<file path="src/rtl/stream_arb_rr_if.sv">
// Stream bundle for stream_arb_rr: NumIn requester streams in, one tagged stream out.
// The slave modport is the arbiter side; the master modport is the source/sink side.
interface stream_arb_rr_if #(
    parameter int unsigned NumIn    = 4,
    parameter int unsigned DataBits = 8,
    parameter int unsigned IdBits   = $clog2(NumIn)
);
    logic [NumIn-1:0]          in_valid;
    logic [NumIn-1:0]          in_ready;
    logic [NumIn*DataBits-1:0] in_data;
    logic [NumIn-1:0]          in_last;
    logic                      out_valid;
    logic                      out_ready;
    logic [DataBits-1:0]       out_data;
    logic                      out_last;
    logic [IdBits-1:0]         out_src;

    modport master (
        output in_valid, in_data, in_last, out_ready,
        input  in_ready, out_valid, out_data, out_last, out_src
    );

    modport slave (
        input  in_valid, in_data, in_last, out_ready,
        output in_ready, out_valid, out_data, out_last, out_src
    );
endinterface

</file>
<file path="src/rtl/stream_arb_rr.sv">
// Round-robin stream arbiter with a 2-entry registered output buffer tagging beats by source.
// Define STREAM_ARB_RR_PKT_LOCK_EN to hold each grant from a packet's first beat until in_last.
module stream_arb_rr #(
    parameter int unsigned NumIn    = 4,
    parameter int unsigned DataBits = 8,
    parameter int unsigned IdBits   = $clog2(NumIn)
) (
    input  logic           clk,
    input  logic           rst,
    stream_arb_rr_if.slave bus
);

`ifdef STREAM_ARB_RR_PKT_LOCK_EN
    typedef enum logic [0:0] {StIdle, StLocked} state_e;
    state_e            r_state, w_state_d;
    logic [IdBits-1:0] r_grant, w_grant_d;
`endif

    logic [IdBits-1:0]   r_rr_ptr, w_rr_ptr_d;
    logic [IdBits-1:0]   w_winner, w_src;
    logic                w_found, w_not_full, w_push, w_pop, w_push_last;
    logic [NumIn-1:0]    w_in_ready;
    logic [DataBits-1:0] w_push_data;

    logic [1:0]          r_count, w_count_d;
    logic                r_out_valid;
    logic [DataBits-1:0] r_data0, r_data1, w_data0_d, w_data1_d;
    logic                r_last0, r_last1, w_last0_d, w_last1_d;
    logic [IdBits-1:0]   r_src0, r_src1, w_src0_d, w_src1_d;

    assign w_not_full = (r_count < 2'd2);
    assign w_pop      = r_out_valid & bus.out_ready;

    // First valid requester strictly after rr_ptr, wrapping modulo NumIn.
    always_comb begin
        logic [IdBits-1:0] cand;
        cand     = '0;
        w_found  = 1'b0;
        w_winner = '0;
        for (int unsigned k = 1; k <= NumIn; k++) begin
            cand = IdBits'((32'(r_rr_ptr) + k) % NumIn);
            if (!w_found && bus.in_valid[cand]) begin
                w_found  = 1'b1;
                w_winner = cand;
            end
        end
    end

    always_comb begin
        w_in_ready = '0;
        w_rr_ptr_d = r_rr_ptr;
        w_src      = w_winner;
`ifdef STREAM_ARB_RR_PKT_LOCK_EN
        w_state_d  = r_state;
        w_grant_d  = r_grant;
        if (r_state == StLocked) begin
            w_src               = r_grant;
            w_in_ready[r_grant] = w_not_full;
        end else begin
            w_in_ready[w_winner] = w_found & w_not_full;
        end
`else
        w_in_ready[w_winner] = w_found & w_not_full;
`endif
        if (rst) begin
            w_in_ready = '0;
        end
        w_push      = |(bus.in_valid & w_in_ready);
        w_push_last = bus.in_last[w_src];
        w_push_data = bus.in_data[w_src*DataBits +: DataBits];
        if (w_push) begin
`ifdef STREAM_ARB_RR_PKT_LOCK_EN
            if (r_state == StIdle) begin
                w_rr_ptr_d = w_winner;
                if (!w_push_last) begin
                    w_state_d = StLocked;
                    w_grant_d = w_winner;
                end
            end else if (w_push_last) begin
                w_state_d = StIdle;
            end
`else
            w_rr_ptr_d = w_winner;
`endif
        end
    end

    // Entry 0 is always the head, so outputs come straight from registers.
    always_comb begin
        w_count_d = r_count;
        w_data0_d = r_data0;
        w_last0_d = r_last0;
        w_src0_d  = r_src0;
        w_data1_d = r_data1;
        w_last1_d = r_last1;
        w_src1_d  = r_src1;
        case ({w_push, w_pop})
            2'b10: begin
                w_count_d = r_count + 2'd1;
                if (r_count == 2'd0) begin
                    w_data0_d = w_push_data;
                    w_last0_d = w_push_last;
                    w_src0_d  = w_src;
                end else begin
                    w_data1_d = w_push_data;
                    w_last1_d = w_push_last;
                    w_src1_d  = w_src;
                end
            end
            2'b01: begin
                w_count_d = r_count - 2'd1;
                w_data0_d = r_data1;
                w_last0_d = r_last1;
                w_src0_d  = r_src1;
            end
            2'b11: begin
                if (r_count == 2'd1) begin
                    w_data0_d = w_push_data;
                    w_last0_d = w_push_last;
                    w_src0_d  = w_src;
                end else begin
                    w_data0_d = r_data1;
                    w_last0_d = r_last1;
                    w_src0_d  = r_src1;
                    w_data1_d = w_push_data;
                    w_last1_d = w_push_last;
                    w_src1_d  = w_src;
                end
            end
            default: ;
        endcase
    end

    always_ff @(posedge clk) begin
        if (rst) begin
            r_rr_ptr    <= IdBits'(NumIn - 1);
            r_count     <= '0;
            r_out_valid <= 1'b0;
            r_data0     <= '0;
            r_last0     <= 1'b0;
            r_src0      <= '0;
            r_data1     <= '0;
            r_last1     <= 1'b0;
            r_src1      <= '0;
`ifdef STREAM_ARB_RR_PKT_LOCK_EN
            r_state     <= StIdle;
            r_grant     <= '0;
`endif
        end else begin
            r_rr_ptr    <= w_rr_ptr_d;
            r_count     <= w_count_d;
            r_out_valid <= (w_count_d != 2'd0);
            r_data0     <= w_data0_d;
            r_last0     <= w_last0_d;
            r_src0      <= w_src0_d;
            r_data1     <= w_data1_d;
            r_last1     <= w_last1_d;
            r_src1      <= w_src1_d;
`ifdef STREAM_ARB_RR_PKT_LOCK_EN
            r_state     <= w_state_d;
            r_grant     <= w_grant_d;
`endif
        end
    end

    assign bus.in_ready  = w_in_ready;
    assign bus.out_valid = r_out_valid;
    assign bus.out_data  = r_data0;
    assign bus.out_last  = r_last0;
    assign bus.out_src   = r_src0;

endmodule
</file>
<file path="src/flat_wrapper.sv">
// flat-port wrapper written by rule: the top's interface ports become plain ports
module stream_arb_rr_flat 
#(
    parameter int unsigned NumIn    = 4,
    parameter int unsigned DataBits = 8,
    parameter int unsigned IdBits   = $clog2(NumIn)
)
  (clk, rst, bus_in_valid, bus_in_data, bus_in_last, bus_out_ready, bus_in_ready, bus_out_valid, bus_out_data, bus_out_last, bus_out_src);
  stream_arb_rr_if #(.NumIn(NumIn), .DataBits(DataBits), .IdBits(IdBits)) bus_i ();
  input  logic clk;
  input  logic rst;
  input wire logic [$bits(bus_i.in_valid)-1:0] bus_in_valid;
  input wire logic [$bits(bus_i.in_data)-1:0] bus_in_data;
  input wire logic [$bits(bus_i.in_last)-1:0] bus_in_last;
  input wire logic [$bits(bus_i.out_ready)-1:0] bus_out_ready;
  output wire logic [$bits(bus_i.in_ready)-1:0] bus_in_ready;
  output wire logic [$bits(bus_i.out_valid)-1:0] bus_out_valid;
  output wire logic [$bits(bus_i.out_data)-1:0] bus_out_data;
  output wire logic [$bits(bus_i.out_last)-1:0] bus_out_last;
  output wire logic [$bits(bus_i.out_src)-1:0] bus_out_src;
  assign bus_i.in_valid = bus_in_valid;
  assign bus_i.in_data = bus_in_data;
  assign bus_i.in_last = bus_in_last;
  assign bus_i.out_ready = bus_out_ready;
  assign bus_in_ready = bus_i.in_ready;
  assign bus_out_valid = bus_i.out_valid;
  assign bus_out_data = bus_i.out_data;
  assign bus_out_last = bus_i.out_last;
  assign bus_out_src = bus_i.out_src;
  stream_arb_rr #(.NumIn(NumIn), .DataBits(DataBits), .IdBits(IdBits)) u_core (.clk(clk), .rst(rst), .bus(bus_i));
endmodule
</file>
<file path="config.mk">
export PLATFORM = sky130hd
export DESIGN_NAME = stream_arb_rr_flat
export DESIGN_NICKNAME = d
export VERILOG_FILES = /design/src/rtl/stream_arb_rr_if.sv /design/src/rtl/stream_arb_rr.sv /design/src/flat_wrapper.sv
export SDC_FILE = /design/constraint.sdc
export NUM_CORES = 1
export LEC_CHECK = 0
export ABC_AREA = 1
export BUFFER_PORTS_ARGS = -buffer_cell sky130_fd_sc_hd__buf_4
export CORE_UTILIZATION = 56
export CTS_CLUSTER_DIAMETER = 120
export DETAILED_ROUTE_END_ITERATION = 8
export PLACE_DENSITY = 0.88
export SLEW_MARGIN = 20
export SYNTH_ARGS = -nofsm -noshare
export SYNTH_HDL_FRONTEND = slang
export SYNTH_SLANG_ARGS = --single-unit
</file>
<file path="constraint.sdc">
create_clock -name clk -period 5 [get_ports clk]
set_input_delay 0.5 -clock clk [delete_from_list [all_inputs] [get_ports clk]]
set_output_delay 0.5 -clock clk [all_outputs]
set_load 0.01 [all_outputs]
</file>
==> results of run 1 <==
## report_power, final
part,leakage [nW],total [mW],switching (mW),internal [mW]
Combinational,1.11,1.41,0.941,0.467
Clock,0.0217,0.126,0.0691,0.0565
Sequential,0.223,0.363,0.0545,0.309
Total,1.36,1.90,1.06,0.832
## sequential cells by signal, indices dropped and copies added, names as in the netlist
name,flops
u_core.bus.out_data,8
u_core.r_data1,8
u_core.bus.out_src,2
u_core.r_count,2
u_core.r_rr_ptr,2
u_core.r_src1,2
u_core.bus.out_last,1
u_core.bus.out_valid,1
u_core.r_last1,1
## worst max-delay path by stage
stage / to / cells past startpoint / from
floorplan: u_core.r_src1[1] / 18 / bus_in_valid[2]
global placement: u_core.bus.out_src[1] / 14 / u_core.r_rr_ptr[0]
detailed placement: u_core.bus.out_src[1] / 14 / u_core.r_rr_ptr[0]
CTS: u_core.bus.out_src[1] / 14 / u_core.r_rr_ptr[0]
global route: u_core.r_src1[1] / 17 / u_core.r_rr_ptr[0]
finish: u_core.bus.out_src[1] / 14 / u_core.r_rr_ptr[0]
## critical path: stages, from the launching register on
cell     delay, ns
dfxtp_1       0.66
inv_2         0.20
nand2_1       0.12
nand2_2       0.08
nand2_4       0.08
nand2_4       0.06
nor2_4        0.13
nand3_4       0.24
nand3_2       0.26
inv_1         0.09
ha_1          0.24
a21oi_2       0.57
o21ai_0       0.25
a21oi_1       0.18
nor2_1        0.05
## routing by layer
| metal | up-vias | part of all wire |
|---|---|---|
| met1 | 909 | 0.46 |
| met4 | 0 | 0.0050 |
| met2 | 78 | 0.47 |
| li1 | 1119 | - |
| met3 | 2 | 0.070 |
| met5 | - | 0 |
## synth_stat cells, types with 5 or more instances
master	n
a21oi_1	17
dfxtp_1	27
nand3_1	10
nand4_1	18
buf_6	6
nand2_1	99
o21ai_0	29
nand2_2	7
inv_1	45
a21oi_2	9
clkbuf_1	5
ha_1	6
o21ai_1	9
## final cells by class
| type | count | area (µm²) | area share |
|---|---|---|---|
| multi-input combinational | 226 | 1230 | 0.490 |
| sequential | 27 | 541 | 0.216 |
| timing repair buffer | 58 | 435 | 0.174 |
| inverter | 50 | 195 | 0.0779 |
| tap | 46 | 57.6 | 0.0230 |
| clock buffer | 3 | 41.3 | 0.0165 |
| clock inverter | 1 | 7.51 | 0.00300 |
## logic make-up (layout without fill, tap and decap cells)
family | count (synthesis) | count (layout) | share of synthesized area
and+or+nand+nor | 153 | 153 | 0.371
AOI/OAI and AO/OA | 66 | 66 | 0.178
muxes | 1 | 1 | 0.00543
adders and majority gates | 6 | 6 | 0.0362
buffers and inverters | 66 | 112 | 0.149
DFF | 27 | 27 | 0.261
==> results.yml, run 1 <==
global_route:
  grt_start_max_net_pins: 24
  antenna_found_initial: 0
  gr-usage-met3: 0.0182
  grt_pass1_vias: 1819
  grt_usage: 0.238
  met2_usage: 0.412
  grt_use_met1: 0.321
  grt_pass1_wl_mm: 7.71
  grt.overflow.total: 0
  grt-busiest-layer: "met2"
floorplan:
  chipHeight_um: 62.8
  core_mm2: 0.00344
  rows: 21
  die_w_um: 62.8
  io_pins: 59
  start_util: 0.602
  dieArea_mm2: 0.00395
placed_design:
  pre_cts_ws_ns: 1.41
  place_area_mm2: 0.00245
  place_congestion: 0.891
  hpwl_mm: 3.49
  dp.cells: 407
  port_buffers: 58
logic_synthesis:
  yosysWarnings: 0
  ys_top_cells_by_area: "dfxtp_1 26%, nand2_1 18%, inv_1 8.2%"
  synth_seq_area_share: 0.261
  synthFlopType: "dfxtp_1"
  synth-edff-count: 0
  syn_nets: 368
  yosysTopAreaCell: "dfxtp_1"
  postSynthAreaPerCell_um2: 6.50
  synth_cell_types: 31
  syn_area_mm2: 0.00207
  synth_top_area_share: 0.261
  syn_inst: 319
  async_flop_share: 0
  ys_ff_latch: 27
finish:
  layout_commonest_cell: "nand2_1"
  final-instance-count-excl-fill: 411
  fin_nets: 415
  fill_cells: 306
  syn_to_final_growth_pct: 20.9
  layout_common_cells: "99 x nand2_1, 58 x buf_4, 45 x inv_1"
  diodes: 0
  drive_above_1_share: 0.266
  design_area_mm2: 0.00250
  fin_util: 0.728
sta:
  timing.final.crit_share: 0.662
  finalSetupViolations: 0
  layout_setup_ws_ns: 1.69
  fin_setup_tns_ns: 0
  rsz0062_at_grt: "no"
  hold_viol_final: 0
  finClkSkew_ns: 0.00285
  layout_min_cycle_time_ns: 3.31
  fmax_ghz: 0.302
  worst_pin_slew_ns: 0.703
  max_slew_margin: 0.531
  slew_violations: 0
  hold-worst-slack_ns: 0.517
cts:
  cts-resized-gates: 0
  clockBufferDepth: 2
  cts_setup_buffers: 0
  cts_tree: "built"
  clock_sinks: 27
  h-tree-depth: 1
  cts.hold.buffers_added: 0
  clk_latency_ns: 0.27
  cts_buffers: 3
  root_buffer: "clkbuf_8"
  clkSlewWorstSetupHoldPaths_ns: 0.09
critical_path:
  r2r-end: "u_core.bus.out_src[1]"
  path_max_fanout: 22
  crit_type: "flop to flop"
  cp.arrival_ns: 3.48
  reg2reg_from: "u_core.r_rr_ptr[0]"
  r2r_slack_ns: 1.69
  r2r_cells: 14
  cp.required_ns: 5.17
  critical_path.startpoint_type: "flop"
  end_kind: "flop"
detailed_routing:
  drtAntennaViolNets: 0
  drc: 0
  drt_pass1_iterations: 5
  vias: 2108
  wl_per_cell_um: 11.2
  wl_mm: 4.60
  viasPerCell: 5.13
  drtIter0Drc: 175
worst_hold_path:
  min_path_type: "input port to flop"
  min_from: "rst"
  hold_path_depth: 2
  whs_endpoint: "u_core.r_count[0]"
outcome:
  status: "finished, final reports clean"
job:
  drv_cap: 0
pwr:
  ir_drop_uv: 394
  p_leak_nw: 1.36
  power_density_mw_per_mm2: 757
  fin_total_pwr_mw: 1.90
(Power assumes the default switching activity.)
==> inputs of run 2 (changes only) <==
--- a/config.mk
+++ b/config.mk
@@ -7,10 +7,10 @@
 export LEC_CHECK = 0
 export ABC_AREA = 1
 export BUFFER_PORTS_ARGS = -buffer_cell sky130_fd_sc_hd__buf_4
-export CORE_UTILIZATION = 56
+export CORE_UTILIZATION = 47
 export CTS_CLUSTER_DIAMETER = 120
 export DETAILED_ROUTE_END_ITERATION = 8
-export PLACE_DENSITY = 0.88
+export PLACE_DENSITY = 0.79
 export SLEW_MARGIN = 20
 export SYNTH_ARGS = -nofsm -noshare
 export SYNTH_HDL_FRONTEND = slang
==> constraint.sdc (replaced) <==
create_clock -name clk -period 2.7 [get_ports clk]
set_input_delay 0.27 -clock clk [delete_from_list [all_inputs] [get_ports clk]]
set_output_delay 0.27 -clock clk [all_outputs]
set_load 0.01 [all_outputs]
==> run 2 against run 1 <==
Utilization shrank 11 points. Critical path type is now flop to output pin. Critical endpoint is now bus_in_ready[2]. Largest cell class unchanged. Total power up 93%. Die area up 19%. Setup slack got worse by 1.4 ns. Clock skew up 0.00082 ns. Clock-buffer cell count did not move. Sequential power rose by 83%. Flip-flop and latch count unchanged.
==> results.yml, run 2 (synthesized netlist as in run 1, its figures left out) <==
outcome:
  status: "finished, final reports clean"
critical_path:
  cp.arrival_ns: 2.16
  path_max_fanout: 20
  crit_type: "flop to output pin"
  path_cells: "inv_2 > nand2_1 > nand2_1 > nand2_2 > nand2_4 > nor2_4 > nand3_4 > buf_4 > nand3_4 > inv_1 > nor3_1 > buf_4"
  r2r_slack_ns: 0.30
  reg2reg_from: "u_core.r_rr_ptr[0]"
  end_kind: "output pin"
  slowest_delay_ns: 0.42
  r2r-end: "u_core.r_data1[3]"
  r2r_cells: 17
  worst_path_max_delay_cell: "dfxtp_2"
  endpoint: "bus_in_ready[2]"
  critical_path.startpoint_type: "flop"
  cp.required_ns: 2.43
  crit_start: "u_core.r_rr_ptr[0]"
pwr:
  ir_drop_uv: 695
  power_density_mw_per_mm2: 1430
  p_leak_nw: 1.39
global_route:
  grt_pass1_wl_mm: 7.53
  antenna_found_initial: 0
  grt_usage: 0.209
  grt_pass1_vias: 1727
  grt.overflow.total: 0
  grt_start_max_net_pins: 24
finish:
  drive_above_1_share: 0.283
  syn_to_final_growth_pct: 23.4
  layout_common_cells: "99 x nand2_1, 63 x buf_4, 44 x inv_1"
  final-instance-count-excl-fill: 421
  layout_commonest_cell: "nand2_1"
  fin_nets: 421
  fin_util: 0.621
  diodes: 0
placed_design:
  dp.cells: 416
  place_congestion: 0.953
  port_buffers: 58
  hpwl_mm: 3.64
  pre_cts_ws_ns: 0.134
cts:
  clkSlewWorstSetupHoldPaths_ns: 0.10
  h-tree-depth: 1
  clk_latency_ns: 0.27
  clockBufferDepth: 2
  cts_tree: "built"
  cts_buffers: 3
  cts_setup_buffers: 0
  root_buffer: "clkbuf_8"
  cts.hold.buffers_added: 0
  clock_sinks: 27
detailed_routing:
  wl_per_cell_um: 11.4
  drt_pass1_iterations: 4
  viasPerCell: 5.11
  vias: 2151
  drc: 0
  drtIter0Drc: 130
  wl_mm: 4.81
  drtAntennaViolNets: 0
floorplan:
  io_pins: 59
  rows: 23
  core_mm2: 0.00412
  dieArea_mm2: 0.00468
  chipHeight_um: 68.4
  start_util: 0.503
  die_w_um: 68.4
job:
  drv_cap: 0
sta:
  max_slew_margin: 0.756
  layout_setup_ws_ns: 0.267
  fmax_ghz: 0.411
  fin_setup_tns_ns: 0
  slew_violations: 0
  hold_viol_final: 0
  layout_min_cycle_time_ns: 2.43
  worst_pin_slew_ns: 0.365
  timing.final.crit_share: 0.901
  finalSetupViolations: 0
  rsz0062_at_grt: "no"
  finClkSkew_ns: 0.00367
  hold-worst-slack_ns: 0.290
worst_hold_path:
  min_path_type: "input port to flop"
## run 2: final cells by class
cell class              count  area [µm²]
inverters                  50         195
well taps                  50        62.6
flip-flops and latches     27         543
fillers                   396        1560
repair buffers             63         473
clock inverters             1        7.51
clock buffers               3        41.3
multi-input cells         227        1230
## run 2: worst min-delay path by stage
stage / from / to / slack [ns] / depth (start not counted)
floorplan: rst / u_core.r_data1[0] / 0.43 / 3
global placement: u_core.r_src1[0] / u_core.bus.out_src[0] / 0.50 / 2
detailed placement: u_core.r_src1[0] / u_core.bus.out_src[0] / 0.51 / 2
CTS: rst / u_core.r_count[0] / 0.30 / 2
global route: rst / u_core.r_count[0] / 0.30 / 2
finish: rst / u_core.r_count[0] / 0.29 / 2
## run 2: power by group
group | switching (mW) | internal [mW] | total (mW) | leakage, nW
Sequential | 0.0888 | 0.576 | 0.665 | 0.223
Combinational | 1.83 | 0.934 | 2.76 | 1.14
Clock | 0.128 | 0.105 | 0.233 | 0.0217
## run 2: worst max-delay path, delay by kind of cell (launching register included)
family	cells	cell delay, ns
simple gates	8	0.87
buf+inv	4	0.60
flops	1	0.42
## run 2: routing by layer
layer	vias to the layer above	GRT usage	wire, µm
met1	950	0.281	2350
met2	63	0.344	2190
met4	0	0.0703	48
met3	4	0.0217	228
met5	-	0	0
li1	1134	-	-
## run 2: repair_timing
action                                  CTS  global route
endpoints found under the setup margin    0            16
endpoints found under the hold margin     0             0
resized for setup                         0             3
## run 2: through the flow
stage	cell area [µm²]	power, mW
6_report	2560	3.66
5_1_grt	2560	4.01
4_1_cts	2540	3.59
3_5_place_dp	2490	3.36
3_3_place_gp	2490	3.31
2_1_floorplan	2070	2.85
